### config.mk
export PLATFORM = sky130hd
export DESIGN_NAME = fc_1
export DESIGN_NICKNAME = d
export VERILOG_FILES = /design/src/rtl/fc_1.sv
export SDC_FILE = /design/constraint.sdc
export NUM_CORES = 1
export LEC_CHECK = 0
export CAP_MARGIN = 20
export CORE_ASPECT_RATIO = 0.6
export CORE_MARGIN = 2
export CORE_UTILIZATION = 40
export DETAILED_ROUTE_END_ITERATION = 10
export PLACE_DENSITY_LB_ADDON = 0.2
export SYNTH_ARGS = -nofsm -noshare
export SYNTH_HDL_FRONTEND = slang
export SYNTH_SLANG_ARGS = --single-unit
### constraint.sdc
create_clock -name clk -period 6 [get_ports clk]
set_input_delay 1.5 -clock clk [delete_from_list [all_inputs] [get_ports clk]]
set_output_delay 1.5 -clock clk [all_outputs]
set_load 0.01 [all_outputs]
### src/rtl/fc_1.sv
// fc_1: LeNet-5 F6 layer, 120 C5 activations -> 84 Q8.8 neurons over the shared one-port BRAMs.
// Optional macro FC1_RELU_EN: clamp negative outputs to zero; otherwise store signed logits.
module fc_1 #(
    parameter int IN_NUM            = 120,
    parameter int OUT_NUM           = 84,
    parameter int RD_LAT            = 3,
    parameter int conv3_result_base = 7880,
    parameter int fc1_weights_base  = 50692,
    parameter int fc1_bias_base     = 60772,
    parameter int fc1_result_base   = 8000
) (
    input  logic        clk,
    input  logic        rst,
    input  logic        fc_1_en,
    input  logic [15:0] bias_weights_bram_douta,
    input  logic [15:0] result_bram_douta,
    output logic        bias_weights_bram_ena,
    output logic [15:0] bias_weights_bram_addra,
    output logic        result_bram_ena,
    output logic        result_bram_wea,
    output logic [12:0] result_bram_addra,
    output logic [15:0] result_bram_dina,
    output logic        fc_1_finish
);

    localparam int SUB_W = $clog2(RD_LAT + 1);
    localparam int NW    = $clog2(OUT_NUM + 1);
    localparam int IW    = $clog2(IN_NUM + 1);
    localparam logic [SUB_W-1:0] SUB_LAST = SUB_W'(RD_LAT);
    localparam logic [NW-1:0]    N_END    = NW'(OUT_NUM);
    localparam logic [IW-1:0]    I_END    = IW'(IN_NUM);

    typedef enum logic [5:0] {
        S_IDLE      = 6'b000001,
        S_CHECK     = 6'b000010,
        S_LOAD_BIAS = 6'b000100,
        S_MAC       = 6'b001000,
        S_STORE     = 6'b010000,
        S_DONE      = 6'b100000
    } state_t;

    state_t                   state_q, state_d;
    logic [NW-1:0]            neuron_q, neuron_d;
    logic [IW-1:0]            idx_q, idx_d;
    logic [SUB_W-1:0]         sub_q, sub_d;
    logic                     finish_q, finish_d;
    logic signed [39:0]       acc_q, acc_d;

    logic signed [15:0]       w_s;
    logic signed [15:0]       x_s;
    logic signed [31:0]       prod;
    logic signed [39:0]       bias_ext;
    logic [15:0]              store_data;

    // Arithmetic shift back to Q8.8, then clamp to the 16-bit signed range.
    function automatic logic signed [15:0] sat16(input logic signed [39:0] a);
        logic signed [39:0] s;
        s = a >>> 8;
        if (s > 40'sd32767) begin
            return 16'sh7FFF;
        end else if (s < -40'sd32768) begin
            return 16'sh8000;
        end else begin
            return s[15:0];
        end
    endfunction

    function automatic logic [15:0] relu(input logic signed [15:0] v);
`ifdef FC1_RELU_EN
        return v[15] ? 16'h0000 : v;
`else
        return v;
`endif
    endfunction

    assign w_s        = bias_weights_bram_douta;
    assign x_s        = result_bram_douta;
    assign prod       = 32'(w_s) * 32'(x_s);
    assign bias_ext   = {{16{bias_weights_bram_douta[15]}}, bias_weights_bram_douta, 8'h00};
    assign store_data = relu(sat16(acc_q));

    always_comb begin
        state_d  = state_q;
        neuron_d = neuron_q;
        idx_d    = idx_q;
        sub_d    = sub_q;
        acc_d    = acc_q;
        finish_d = finish_q;
        if (fc_1_en) begin
            unique case (state_q)
                S_IDLE: begin
                    neuron_d = '0;
                    idx_d    = '0;
                    sub_d    = '0;
                    acc_d    = '0;
                    finish_d = 1'b0;
                    state_d  = S_CHECK;
                end
                S_CHECK: begin
                    if (neuron_q == N_END) begin
                        state_d = S_DONE;
                    end else begin
                        idx_d   = '0;
                        sub_d   = '0;
                        state_d = S_LOAD_BIAS;
                    end
                end
                S_LOAD_BIAS: begin
                    if (sub_q == SUB_LAST) begin
                        acc_d   = bias_ext;
                        sub_d   = '0;
                        state_d = S_MAC;
                    end else begin
                        sub_d = sub_q + SUB_W'(1);
                    end
                end
                S_MAC: begin
                    // One extra cycle with idx == IN_NUM lets both read enables drop before the store.
                    if (idx_q == I_END) begin
                        sub_d   = '0;
                        state_d = S_STORE;
                    end else if (sub_q == SUB_LAST) begin
                        acc_d = acc_q + 40'(prod);
                        idx_d = idx_q + IW'(1);
                        sub_d = '0;
                    end else begin
                        sub_d = sub_q + SUB_W'(1);
                    end
                end
                S_STORE: begin
                    if (sub_q == SUB_LAST) begin
                        neuron_d = neuron_q + NW'(1);
                        sub_d    = '0;
                        state_d  = S_CHECK;
                    end else begin
                        sub_d = sub_q + SUB_W'(1);
                    end
                end
                S_DONE: begin
                    finish_d = 1'b1;
                end
                default: begin
                    state_d = S_IDLE;
                end
            endcase
        end else if (state_q == S_DONE) begin
            finish_d = 1'b0;
            state_d  = S_IDLE;
        end
    end

    // BRAM ports decode straight from the registered state so reset silences them at once.
    always_comb begin
        bias_weights_bram_ena   = 1'b0;
        bias_weights_bram_addra = '0;
        result_bram_ena         = 1'b0;
        result_bram_wea         = 1'b0;
        result_bram_addra       = '0;
        result_bram_dina        = '0;
        if (state_q == S_LOAD_BIAS) begin
            bias_weights_bram_ena   = (sub_q != SUB_LAST);
            bias_weights_bram_addra = 16'(fc1_bias_base) + 16'(neuron_q);
        end else if (state_q == S_MAC && idx_q != I_END) begin
            bias_weights_bram_ena   = (sub_q != SUB_LAST);
            bias_weights_bram_addra = 16'(fc1_weights_base) + 16'(neuron_q) * 16'(IN_NUM)
                                    + 16'(idx_q);
            result_bram_ena         = (sub_q != SUB_LAST);
            result_bram_addra       = 13'(conv3_result_base) + 13'(idx_q);
        end else if (state_q == S_STORE) begin
            result_bram_ena   = (sub_q != SUB_LAST);
            result_bram_wea   = (sub_q != SUB_LAST);
            result_bram_addra = 13'(fc1_result_base) + 13'(neuron_q);
            result_bram_dina  = store_data;
        end
    end

    assign fc_1_finish = finish_q;

    always_ff @(posedge clk or negedge rst) begin
        if (!rst) begin
            state_q  <= S_IDLE;
            neuron_q <= '0;
            idx_q    <= '0;
            sub_q    <= '0;
            finish_q <= 1'b0;
        end else begin
            state_q  <= state_d;
            neuron_q <= neuron_d;
            idx_q    <= idx_d;
            sub_q    <= sub_d;
            finish_q <= finish_d;
        end
    end

    always_ff @(posedge clk) begin
        acc_q <= acc_d;
    end

endmodule

* Word-level counts from Yosys, hierarchy flattened
Cells that the tools add are included.
** Cells by class
- Eq/ne operators :: 20
- Reduce and logical (&&, ||, !) cells :: 14
- Add/subtract/negate cells :: 9
- Mux-type cells :: 41
- Multiply operators :: 2
- Order comparisons :: 2
** Operators by type and width (number)
- 40-bit two-way mux :: 3
- 40-bit one-hot mux with 3 select lines :: 1
- 16-bit two-way mux :: 7
- 40-bit by 32-bit adder with 40-bit output :: 1
- 13-bit two-way mux :: 3
- 6-bit two-way mux :: 6
- 6-bit one-hot mux with 6 select lines :: 1
- 32-bit by 16-bit greater-than comparator with 1-bit output, second input constant :: 1
- 32-bit by 16-bit less-than comparator with 1-bit output, second input constant :: 1
- 16-bit by 16-bit multiplier with 32-bit output :: 1
- 7-bit two-way mux :: 4
- 7-bit one-hot mux with 3 select lines :: 1
- 15-bit by 15-bit adder with 16-bit output, first input constant :: 1
- 16-bit by 7-bit adder with 16-bit output :: 1
- 14-bit by 8-bit adder with 15-bit output, first input constant :: 1
- 5-bit AND reduction :: 3
- 7-bit by 1-bit adder with 7-bit output, second input constant :: 2
- 7-bit == test, second input constant :: 2
- 2-bit != test, second input constant :: 7
- 7-bit one-hot mux with 2 select lines :: 1
- 10-bit by 8-bit adder with 11-bit output, first input constant :: 1
- 7-bit by 4-bit multiplier with 11-bit output, second input constant :: 1
- 9-bit by 8-bit adder with 10-bit output, first input constant :: 1
- 1-bit two-way mux :: 9
- other kinds (20) :: 28
** Storage, ports and cells
- Input bits :: 35
- Register bits :: 63
- Output and inout bits :: 49

* Depth between registers and ports, before layout
- Depth after elaboration :: 6
- Mapped depth :: 25

* Worst setup path after synthesis
OpenSTA, ideal clock, no wires.
- Path type :: input port to flip-flop
- Start :: input port bias_weights_bram_douta[15]
- End :: register acc_q[38], data pin
- Cell stages on the path :: 24
- Arrival :: 7.478 ns
- Setup slack :: -1.749 ns
- Buffers on the path :: 2
- Required time :: 5.728 ns
- Cells stage by stage :: clkbuf_1 > buf_1 > nand2_1 > inv_1 > fa_1 > inv_1 > fa_1 > fa_1 > inv_1 > fa_1 > fa_1 > inv_1 > fa_1 > inv_1 > ha_1 > a21oi_1 > nand2_1 > a221o_1 > nor2b_1 > a21oi_1 > a21oi_1 > o211ai_1 > o211a_1 > o311ai_1
** Between the ends
- Cells in the longest elaborated chain, start to end :: 5
** Ends and longest elaborated chain
- from (decl) :: RTL line 15 : input logic [15:0] bias_weights_bram_douta,
- 16-bit by 16-bit multiplier with 32-bit output :: RTL line 78 : assign prod = 32'(w_s) * 32'(x_s);
- 40-bit by 32-bit adder with 40-bit output :: RTL line 123 : acc_d = acc_q + 40'(prod);
- 40-bit two-way mux :: RTL line 122 : end else if (sub_q == SUB_LAST) begin
- 40-bit two-way mux :: RTL line 119 : if (idx_q == I_END) begin
- 40-bit one-hot mux with 3 select lines * :: RTL line 90 : unique case (state_q)
- to (signal assigned) :: RTL line 196 : acc_q <= acc_d;
- to (decl) :: RTL line 47 : logic signed [39:0] acc_q, acc_d;
Every way passes the cells marked *; elsewhere a longest branch is shown, timed or not. The select of a mux whose other input is x is not followed.
A chain may end at the register's enable or synchronous reset.

* Final worst setup path
- Start :: input port bias_weights_bram_douta[13]
- End :: register acc_q[38], data pin
** Between the ends
- Cells in the longest elaborated chain, start to end :: 5
** Ends and longest elaborated chain (RTL line)
- 16-bit by 16-bit multiplier with 32-bit output :: 78
- 40-bit by 32-bit adder with 40-bit output :: 123
- 40-bit two-way mux :: 122
- 40-bit two-way mux :: 119
- 40-bit one-hot mux with 3 select lines :: 90
No other way between the ends. The select of a mux whose other input is x is not followed.

==> flow_summary.yaml <==
status:
  status: "finished, violations left"
  violations: "setup timing"
routing:
  drtAntennaViolNets: 0
  first_iter_violations: 983
  via_per_inst: 4.98
  wl_um: 50000
  via_count: 13600
  drc: 0
  routedWlPerCell_um: 18.4
  dr.pass1.iters: 5
clock_tree:
  clk_pin_slew_ps: 60
  cts_root_buf: "clkbuf_16"
  cts_buffers: 9
  cts_max_level: 3
  clock-sinks: 63
  clk_latency_ps: 340
  cts_tree: "built"
  clockBufferDepth: 2
final_layout:
  final_nets: 2708
  syn_to_final_growth_pct: 37.3
  final_area_sq_um: 22700
  diodes: 0
  utilization: 0.559
  drive_above_1_share: 0.310
timing:
  clock.fmax_ghz: 0.140
  rsz0062_at_grt: "yes"
  period_share: 1.19
  setup_violations: 30
  slew_headroom: 0.336
  fin_crit_ps: 7140
  fin_ws_ps: -1140
  finalHoldViolCount: 0
  slew_violations: 0
  tightest_slew_ps: 995
  fin_worst_skew_ps: 6.41
logic_synthesis:
  async_flop_share: 0.365
  synth-xor-area-share: 0.0371
  syn_nets: 2324
  seq_area_frac_synth: 0.107
  ys_warn_count: 0
  synth-compound-area-share: 0.0778
  yosys.area.top_type_share: 0.414
  synth_area_leader_cell: "fa_1"
  synthTopCellsByCount: "inv_1 (435), fa_1 (342), nand2_1 (197), ha_1 (145), and2_1 (122)"
  synth_cell_types: 63
  syn_area_sq_um: 16500
  synth_fa_ha_area_frac: 0.524
  synth_top_family_by_area: "adder cells"
  synthFlopType: "edfxtp_1"
  avgSynthCellArea_sq_um: 9.18
  synth_edf_count: 40
  syn_inst: 1802
  synth_most_common_cell: "inv_1"
  synth.mux.area_fraction: 0.00189
  synthSimpleGateAreaFrac: 0.140
  ys_ff_latch: 63
  netlist_top_cells_area: "fa_1 (41%), ha_1 (11%), inv_1 (9.9%)"
placement:
  dp_hpwl_um: 39400
  port_buffers: 83
  globalplace.congestion: 0.877
  post_dp_cell_area_sq_um: 20200
  dpl_worst_slack_ps: -1980
floorplanning:
  core_sq_um: 40700
  die_y_um: 162
  ios: 84
  dieWidth_um: 267
  die_area_sq_um: 43000
  row_count: 57
  initial_core_util: 0.407
worst_setup_path:
  cpMostUsedCell: "inv_2"
  cp_max_fo: 6
  worstSetupStartpointType: "primary input"
  slowest_delay_ps: 550
  crit_buf_inv: 8
  worst_path_max_delay_cell: "fa_1"
  endpoint_kind: "register"
  worstPathRequired_ps: 6160
  cp.arrival_ps: 7300
  path_class: "in2reg"
  cpLargestDelayFamily: "adder cells"
global_routing:
  grt_max_degree: 41
  track_usage: 0.245
  gr-total-overflow: 0
  antenna_found_initial: 0
  grt_pass1_vias: 14400
  grt_pass1_wl_um: 81400
job:
  cap_violations: 0
hold_path:
  hold_class: "reg2reg"
==> registers in the layout, indices dropped and copies added (netlist names) <==
signal and count:
acc_q 40, idx_q 7, neuron_q 7, state_q 6
sub_q 2, fc_1_finish 1
==> final timing paths <==
check | start | to | slack (ps) | cells after the start
hold reg to reg | sub_q[0] | sub_q[0] | 530 | 1
max in group asynchronous | rst | state_q[0] | 4110 | 2
setup / recovery | bias_weights_bram_douta[13] | acc_q[38] | -1140 | 25
setup reg to reg | acc_q[15] | acc_q[38] | 720 | 19
hold / removal | sub_q[0] | sub_q[0] | 530 | 1
min in group asynchronous | rst | neuron_q[4] | 1390 | 1
==> metrics by stage <==
| step | hold slack [ps] | instances | setup TNS [ps] |
|---|---|---|---|
| 2_1_floorplan | 489 | 1802 | -17230 |
| 3_3_place_gp | 499 | 2597 | -50290 |
| 3_5_place_dp | 519 | 2597 | -50310 |
| 4_1_cts | 531 | 2704 | -24330 |
| 5_1_grt | 555 | 2722 | -29410 |
| 6_report | 528 | 2722 | -23610 |
==> timing repair <==
| item | 4_1_cts | 5_1_grt |
|---|---|---|
| setup endpoints to repair | 34 | 37 |
| cloned | 10 | 1 |
| pin swaps | 203 | 108 |
| hold buffers | 0 | 0 |
| buffers inserted | 86 | 30 |
| gates resized for setup | 354 | 138 |
==> cell usage in the layout, fill, tap and decap left out, types with 21 or more instances in the layout <==
cell	instances
inv_1	370
fa_1	314
buf_4	237
nand2_1	165
ha_1	115
and2_1	93
nor2_1	73
buf_6	68
inv_2	62
clkdlybuf4s50_1	50
edfxtp_1	40
xnor2_1	35
o21ai_1	31
buf_12	30
and2_4	29
fa_2	28
a21oi_1	27
o21ai_0	26
ha_4	25
xor2_1	24
a21oi_2	23
a21o_1	22
dfrtp_1	21
==> cell families after synthesis <==
kind of cell	count (synthesis)
fa+ha+maj	487
mux	3
simple gates	481
buf+inv	492
flops	63
xor+xnor	70
compound gates	206
==> routing by layer <==
layer	vias up	global-route usage	wire [um]
met5	-	0	0
met4	0	0.0485	923
met3	67	0.0474	3780
met2	450	0.347	20800
met1	6784	0.385	24500
li1	6250	-	-
==> area by class of cell <==
class | count | area [sq um]
Clock buffer | 10 | 239
Clock inverter | 6 | 42.5
Fill cell | 3574 | 17900
Inverter | 435 | 1640
Multi-Input combinational cell | 1247 | 14100
Sequential cell | 63 | 1780
Tap cell | 531 | 664
Timing Repair Buffer | 430 | 4230
Power is left out: the tool's default activity adds up to more than one toggle a clock period on the data nets, which glitch-free logic cannot reach.
